===== src/rtl/weight_load_ctrl_pkg.sv =====
// Shared constants, FSM state type and kernel-to-bank mapping for the weight loader.
// Latency: n/a (declarations only).
// Backpressure: n/a.
package weight_load_ctrl_pkg;

  localparam int AXI_WIDTH_DATA_IN   = 128;
  localparam int WIDTH_DATA          = 1024;
  localparam int BEATS_PER_WORD      = WIDTH_DATA / AXI_WIDTH_DATA_IN;
  localparam int KERNEL_NUM          = 9;
  localparam int WIDTH_RAM_ADDR_SIZE = 13;
  localparam int WORD_CNT_W          = WIDTH_RAM_ADDR_SIZE - $clog2(BEATS_PER_WORD) + 1;

  typedef enum logic [1:0] {
    ST_IDLE,
    ST_LOAD,
    ST_DONE
  } state_t;

  typedef enum logic [1:0] {
    BANK_ONE,
    BANK_TWO,
    BANK_THREE
  } bank_t;

  // Kernel positions 0-2, 3-5 and 6-8 share one write-data bus each.
  function automatic bank_t kern_bank(input int unsigned k);
    if (k < 3)      return BANK_ONE;
    else if (k < 6) return BANK_TWO;
    else            return BANK_THREE;
  endfunction

endpackage


===== src/rtl/weight_beat_counter.sv =====
// Cascaded beat/kernel/word counter over the weight stream, with last-beat flag.
// Latency: indices update on the edge after inc; last is combinational from the indices.
// Backpressure: none; holds while inc is low.
module weight_beat_counter
  import weight_load_ctrl_pkg::*;
#(
  parameter int KERNEL_NUM_P     = KERNEL_NUM,
  parameter int BEATS_PER_WORD_P = BEATS_PER_WORD,
  parameter int WORD_CNT_W_P     = WORD_CNT_W,
  localparam int BEAT_W = $clog2(BEATS_PER_WORD_P),
  localparam int KIDX_W = $clog2(KERNEL_NUM_P),
  localparam int WIDX_W = WORD_CNT_W_P - 1
) (
  input  logic                    clk,
  input  logic                    rst_n,
  input  logic                    clear,
  input  logic [WORD_CNT_W_P-1:0] word_count,
  input  logic                    inc,
  output logic [BEAT_W-1:0]       beat_idx,
  output logic [KIDX_W-1:0]       kern_idx,
  output logic [WIDX_W-1:0]       word_idx,
  output logic                    last
);

  logic [WORD_CNT_W_P-1:0] word_cnt_q;

  // Restart from zero and capture the word count on clear; otherwise step b, carry into k, then w.
  always_ff @(posedge clk or negedge rst_n) begin
    if (!rst_n) begin
      beat_idx   <= '0;
      kern_idx   <= '0;
      word_idx   <= '0;
      word_cnt_q <= '0;
    end else if (clear) begin
      beat_idx   <= '0;
      kern_idx   <= '0;
      word_idx   <= '0;
      word_cnt_q <= word_count;
    end else if (inc) begin
      if (beat_idx == BEAT_W'(BEATS_PER_WORD_P - 1)) begin
        beat_idx <= '0;
        if (kern_idx == KIDX_W'(KERNEL_NUM_P - 1)) begin
          kern_idx <= '0;
          word_idx <= word_idx + WIDX_W'(1);
        end else begin
          kern_idx <= kern_idx + KIDX_W'(1);
        end
      end else begin
        beat_idx <= beat_idx + BEAT_W'(1);
      end
    end
  end

  // Current beat is the final one of the final word of the load.
  always_comb begin
    last = (beat_idx == BEAT_W'(BEATS_PER_WORD_P - 1)) &&
           (kern_idx == KIDX_W'(KERNEL_NUM_P - 1)) &&
           ({1'b0, word_idx} == (word_cnt_q - WORD_CNT_W_P'(1)));
  end

endmodule


===== src/rtl/weight_load_ctrl.sv =====
// Turns the 128-bit weight stream into one-hot write strobes, addresses and data for the nine weight RAMs.
// Latency: beat accepted at t is written (strobe/addr/data registered) during t+1; done coincides with the last write.
// Backpressure: s_ready is high for the whole LOAD state; the RAM side never stalls.
module weight_load_ctrl
  import weight_load_ctrl_pkg::*;
#(
  parameter int AXI_WIDTH           = AXI_WIDTH_DATA_IN,
  parameter int KERNEL_NUM_P        = KERNEL_NUM,
  parameter int BEATS_PER_WORD_P    = BEATS_PER_WORD,
  parameter int WIDTH_RAM_ADDR_SIZE_P = WIDTH_RAM_ADDR_SIZE,
  parameter int WORD_CNT_W_P        = WORD_CNT_W
) (
  input  logic                             clk,
  input  logic                             rst_n,
  input  logic                             start,
  input  logic [WORD_CNT_W_P-1:0]          word_count,
  input  logic [AXI_WIDTH-1:0]             s_data,
  input  logic                             s_valid,
  output logic                             s_ready,
  output logic [AXI_WIDTH-1:0]             weight_data_One,
  output logic [AXI_WIDTH-1:0]             weight_data_Two,
  output logic [AXI_WIDTH-1:0]             weight_data_Three,
  output logic [KERNEL_NUM_P-1:0]          weight_wr,
  output logic [WIDTH_RAM_ADDR_SIZE_P-1:0] weight_addra,
  output logic                             busy,
  output logic                             done
);

  localparam int BEAT_W = $clog2(BEATS_PER_WORD_P);
  localparam int KIDX_W = $clog2(KERNEL_NUM_P);
  localparam int WIDX_W = WORD_CNT_W_P - 1;

  state_t state_q, state_d;

  logic              accept;
  logic              load_start;
  logic              last_beat;
  logic [BEAT_W-1:0] beat_idx;
  logic [KIDX_W-1:0] kern_idx;
  logic [WIDX_W-1:0] word_idx;

  assign s_ready    = (state_q == ST_LOAD);
  assign busy       = (state_q != ST_IDLE);
  assign done       = (state_q == ST_DONE);
  assign accept     = s_valid & s_ready;
  assign load_start = (state_q == ST_IDLE) & start;

  weight_beat_counter #(
    .KERNEL_NUM_P     (KERNEL_NUM_P),
    .BEATS_PER_WORD_P (BEATS_PER_WORD_P),
    .WORD_CNT_W_P     (WORD_CNT_W_P)
  ) u_beat_counter (
    .clk        (clk),
    .rst_n      (rst_n),
    .clear      (load_start),
    .word_count (word_count),
    .inc        (accept),
    .beat_idx   (beat_idx),
    .kern_idx   (kern_idx),
    .word_idx   (word_idx),
    .last       (last_beat)
  );

  // State register.
  always_ff @(posedge clk or negedge rst_n) begin
    if (!rst_n) state_q <= ST_IDLE;
    else        state_q <= state_d;
  end

  // Next state: a zero-word load goes straight to DONE; start is ignored outside IDLE.
  always_comb begin
    state_d = state_q;
    case (state_q)
      ST_IDLE: if (start) state_d = (word_count == '0) ? ST_DONE : ST_LOAD;
      ST_LOAD: if (accept && last_beat) state_d = ST_DONE;
      ST_DONE: state_d = ST_IDLE;
      default: state_d = ST_IDLE;
    endcase
  end

  // Register the accepted beat into its RAM strobe, address and bank bus; strobe drops when nothing is accepted.
  always_ff @(posedge clk or negedge rst_n) begin
    if (!rst_n) begin
      weight_wr         <= '0;
      weight_addra      <= '0;
      weight_data_One   <= '0;
      weight_data_Two   <= '0;
      weight_data_Three <= '0;
    end else begin
      weight_wr <= '0;
      if (accept) begin
        weight_wr    <= KERNEL_NUM_P'(1) << kern_idx;
        weight_addra <= WIDTH_RAM_ADDR_SIZE_P'({word_idx, beat_idx});
        case (kern_bank(32'(kern_idx)))
          BANK_ONE: weight_data_One   <= s_data;
          BANK_TWO: weight_data_Two   <= s_data;
          default:  weight_data_Three <= s_data;
        endcase
      end
    end
  end

endmodule


===== config.mk =====
export PLATFORM = sky130hd
export DESIGN_NAME = weight_load_ctrl
export DESIGN_NICKNAME = d
export VERILOG_FILES = /design/src/rtl/weight_load_ctrl_pkg.sv /design/src/rtl/weight_beat_counter.sv /design/src/rtl/weight_load_ctrl.sv
export SDC_FILE = /design/constraint.sdc
export NUM_CORES = 1
export LEC_CHECK = 0
export ABC_CLOCK_PERIOD_IN_PS = 2500
export CORE_MARGIN = 4
export CORE_UTILIZATION = 29
export CTS_CLUSTER_SIZE = 40
export DETAILED_ROUTE_END_ITERATION = 6
export MAX_ROUTING_LAYER = met4
export PLACE_DENSITY = 0.59
export SKIP_CTS_REPAIR_TIMING = 1
export SKIP_LAST_GASP = 1
export SLEW_MARGIN = 10
export SYNTH_ARGS = -nofsm -noshare
export SYNTH_HDL_FRONTEND = slang
export SYNTH_HIERARCHICAL = 1
export SYNTH_SLANG_ARGS = --single-unit

===== constraint.sdc =====
create_clock -name clk -period 2.5 [get_ports clk]
set_clock_uncertainty 0.1 [all_clocks]
set_input_delay 0.5 -clock clk [delete_from_list [all_inputs] [get_ports clk]]
set_output_delay 0.5 -clock clk [all_outputs]
set_load 0.01 [all_outputs]

==> out/metrics.yaml <==
status: "finished clean"
grt_pass1_wl_microns: 75900
cp-end-kind: "output port"
rsz0062_at_grt: "yes"
die_h_microns: 251
root_buffer: "clkbuf_16"
cp-start-kind: "flip-flop"
worst_path_max_delay_cell: "clkdlybuf4s50_1"
p_switching_mw: 6.18
yosys_warnings: 6
die_w_microns: 251
combinationalPowerShare_pct: 28.2
crit_fanout: 6
async_flop_share_pct: 100
clock_power_share_pct: 31.3
r2r-start: "u_beat_counter/word_cnt_q[2]$_DFFE_PN0P_"
final-setup-viol-count: 0
syn_avg_cell_area_sq_um: 16.1
antenna_found_initial: 2
area_delta_synth_final_pct: 50.5
via_per_inst: 4.47
overflow: 0
cap_viol_max_count: 0
track_usage_pct: 15.7
worstHoldPathType: "primary input to async pin"
syn_inst: 1062
slew_viol_final: 0
cts_sinks: 436
timing.reg2reg.setup_slack_ps: 110
yosysUniqueCellTypes: 50
wl_microns: 50000
synth_area_sq_mm: 0.0171
worst_ep_required_time_ps: 1900
total_power_mw: 22.9
start_util_pct: 29.5
fin_util_pct: 44.4
drcViolationCount: 0
cts_tree: "built"
drive_gt1_share_pct: 33.8
synth_edf_count: 0
die_area_sq_mm: 0.0630
reg2regPathDepth: 7
path_clk_slew_ps: 60
synth_seq_area_share_pct: 63.8
firstDrtPassIters: 4
cts-buffers-inserted: 49
hold_violations: 0
ys_ff_latch: 436
fin_crit_ps: 2430
final_antenna_net_count: 0
cts.htree.levels: 2
port_buffers: 551
hpwlAfterDp_microns: 38200
netSwitchingFraction_pct: 27.0
syn_nets: 1211
gp_congestion: 0.808
arrival_ps: 1830
p_per_area_mw_per_mm2: 888
power.leakage_nw: 11.6
grt_pass1_vias: 12200
max_freq_ghz: 0.411
ios: 552
p_seq_share_pct: 40.5
crit_type: "flip-flop to output port"
regToRegEndpoint: "state_q[0]$_DFFE_PN0P_"
clockBufferDepth: 3
slew_headroom_pct: 61.8
cp_cell_sequence: "or2_2, clkdlybuf4s50_1"
ir_drop_v: 0.000581
worst_slew_pin_slew_ps: 572
finalCritPeriodShare_pct: 97.4
critical_path.max_stage_delay_ps: 500
grt_max_degree: 77
coreArea_sq_mm: 0.0580
ys.flop_type: "dfrtp_1"
internal-power_mw: 16.7
vias: 11200
num_rows: 88
wl_per_cell_microns: 19.9
nNetsFinal: 1852
clk_latency_ps: 560
drt_first_iter_violations: 333
[worst max-delay path by stage]
stage	from	endpoint	slack [ps]
after floorplan	s_valid	u_beat_counter/word_idx[3]$_DFFE_PN0P_	250
after global placement	s_valid	u_beat_counter/word_idx[9]$_DFFE_PN0P_	-70
after detailed placement	s_valid	weight_data_One[111]$_DFFE_PN0P_	-90
after CTS	state_q[0]$_DFFE_PN0P_	s_ready	-50
after global routing	u_beat_counter/word_cnt_q[2]$_DFFE_PN0P_	state_q[0]$_DFFE_PN0P_	-60
final	state_q[1]$_DFFE_PN0P_	busy	70
[area by class of cell]
class	instances	area (sq um)
antenna	1	2.50
clock inverter	12	124
multi-input combinational	565	5660
sequential	436	10900
tap	765	957
clock buffer	76	1510
fill	5197	32300
timing repair buffer	643	6560
inverter	8	30.0
[sequential cells by signal, summed over array words and instances (netlist names)]
register	cells
u_beat_counter/beat_idx	3
weight_addra	13
u_beat_counter/kern_idx	4
weight_wr	9
weight_data_Two	128
u_beat_counter/word_cnt_q	11
weight_data_Three	128
state_q	2
weight_data_One	128
u_beat_counter/word_idx	10
[routing by layer]
metal	vias to the layer above	GRT usage, %	wire [microns]
met5	-	-	0
met4	0	4.77	1410
met3	79	4.47	3650
met2	373	26.5	25100
met1	5695	18.4	19800
li1	5050	-	-
[cells in the mapped netlist, drive strengths merged (2+ instances only)]
| master | instances | area [sq um] |
|---|---|---|
| nand3 | 5 | 25.0 |
| nor3 | 8 | 40.0 |
| mux2 | 405 | 4560 |
| clkbuf | 10 | 67.6 |
| xnor2 | 8 | 70.1 |
| and3 | 4 | 25.0 |
| nand2b | 5 | 31.3 |
| nor2 | 25 | 101 |
| nor2b | 4 | 25.0 |
| or3 | 2 | 12.5 |
| ha | 6 | 75.1 |
| or2b | 2 | 15.0 |
| nand2 | 18 | 67.6 |
| nand3b | 4 | 30.0 |
| dfrtp | 436 | 10900 |
| nand4 | 10 | 62.6 |
| o21ai | 7 | 35.0 |
| and2 | 3 | 18.8 |
| a21oi | 6 | 30.0 |
| o311ai | 2 | 35.0 |
| buf | 43 | 467 |
| nor4 | 9 | 75.1 |
| nor3b | 4 | 41.3 |
| xor2 | 14 | 123 |
| inv | 8 | 30.0 |
[power by group through the flow]
| stage | Clock, mW | Combinational (mW) | Sequential (mW) |
|---|---|---|---|
| 3_5_place_dp | 0 | 6.50 | 9.40 |
| 3_3_place_gp | 0 | 6.41 | 9.35 |
| 6_report | 7.15 | 6.45 | 9.28 |
| 5_1_grt | 7.71 | 6.86 | 9.45 |
| 2_1_floorplan | 0 | 1.96 | 9.91 |
| 4_1_cts | 7.41 | 6.53 | 9.29 |
[critical path, delay by kind of cell (launching register included)]
kind          cells  cell delay (ps)
buf+inv           1              500
flops             1              450
simple gates      1              330
[through the flow]
step / cell area [sq um] / hold WS [ps] / instances / TNS [ps] / setup WS, ps
after CTS: 25700 / -240 / 2501 / -47.8 / -47.8
after global placement: 24100 / 387 / 2413 / -4070 / -69.7
after detailed placement: 24100 / 385 / 2413 / -5600 / -93.3
after global routing: 25800 / 375 / 2506 / -68.8 / -61.2
after floorplan: 17100 / 104 / 1062 / 0 / 248
final: 25800 / 367 / 2506 / 0 / 65.9
[cells by family after synthesis]
logic type,count (synthesis),synth area share (%)
simple gates,109,3.78
buf+inv,61,3.30
flops,436,63.8
compound gates,22,0.899
xor+xnor,22,1.13
fa+ha+maj,6,0.439
mux,406,26.7
[placed cells by master, fill, tap and decap left out, types with 2 or more instances in the layout]
master	count
clkdlybuf4s50_1	550
or3_1	2
a21oi_1	6
nand2b_1	5
clkinv_2	5
mux2_2	405
o21ai_0	7
or2b_1	2
nand3_1	5
nand2_1	18
buf_12	28
inv_1	8
nor2_1	23
nor3_1	8
nand3b_1	4
nand4_1	10
clkinvlp_4	4
nor2b_1	3
clkbuf_16	51
xnor2_1	8
bufinv_16	2
xor2_1	14
buf_4	63
dfrtp_1	435
nor4_1	6
clkbuf_1	11
ha_1	6
and2_1	2
nor4_2	2
and3_1	4
nor3b_1	2
nor2_4	2
clkbuf_8	14
No activity file was read; power rests on OpenSTA's default activity.
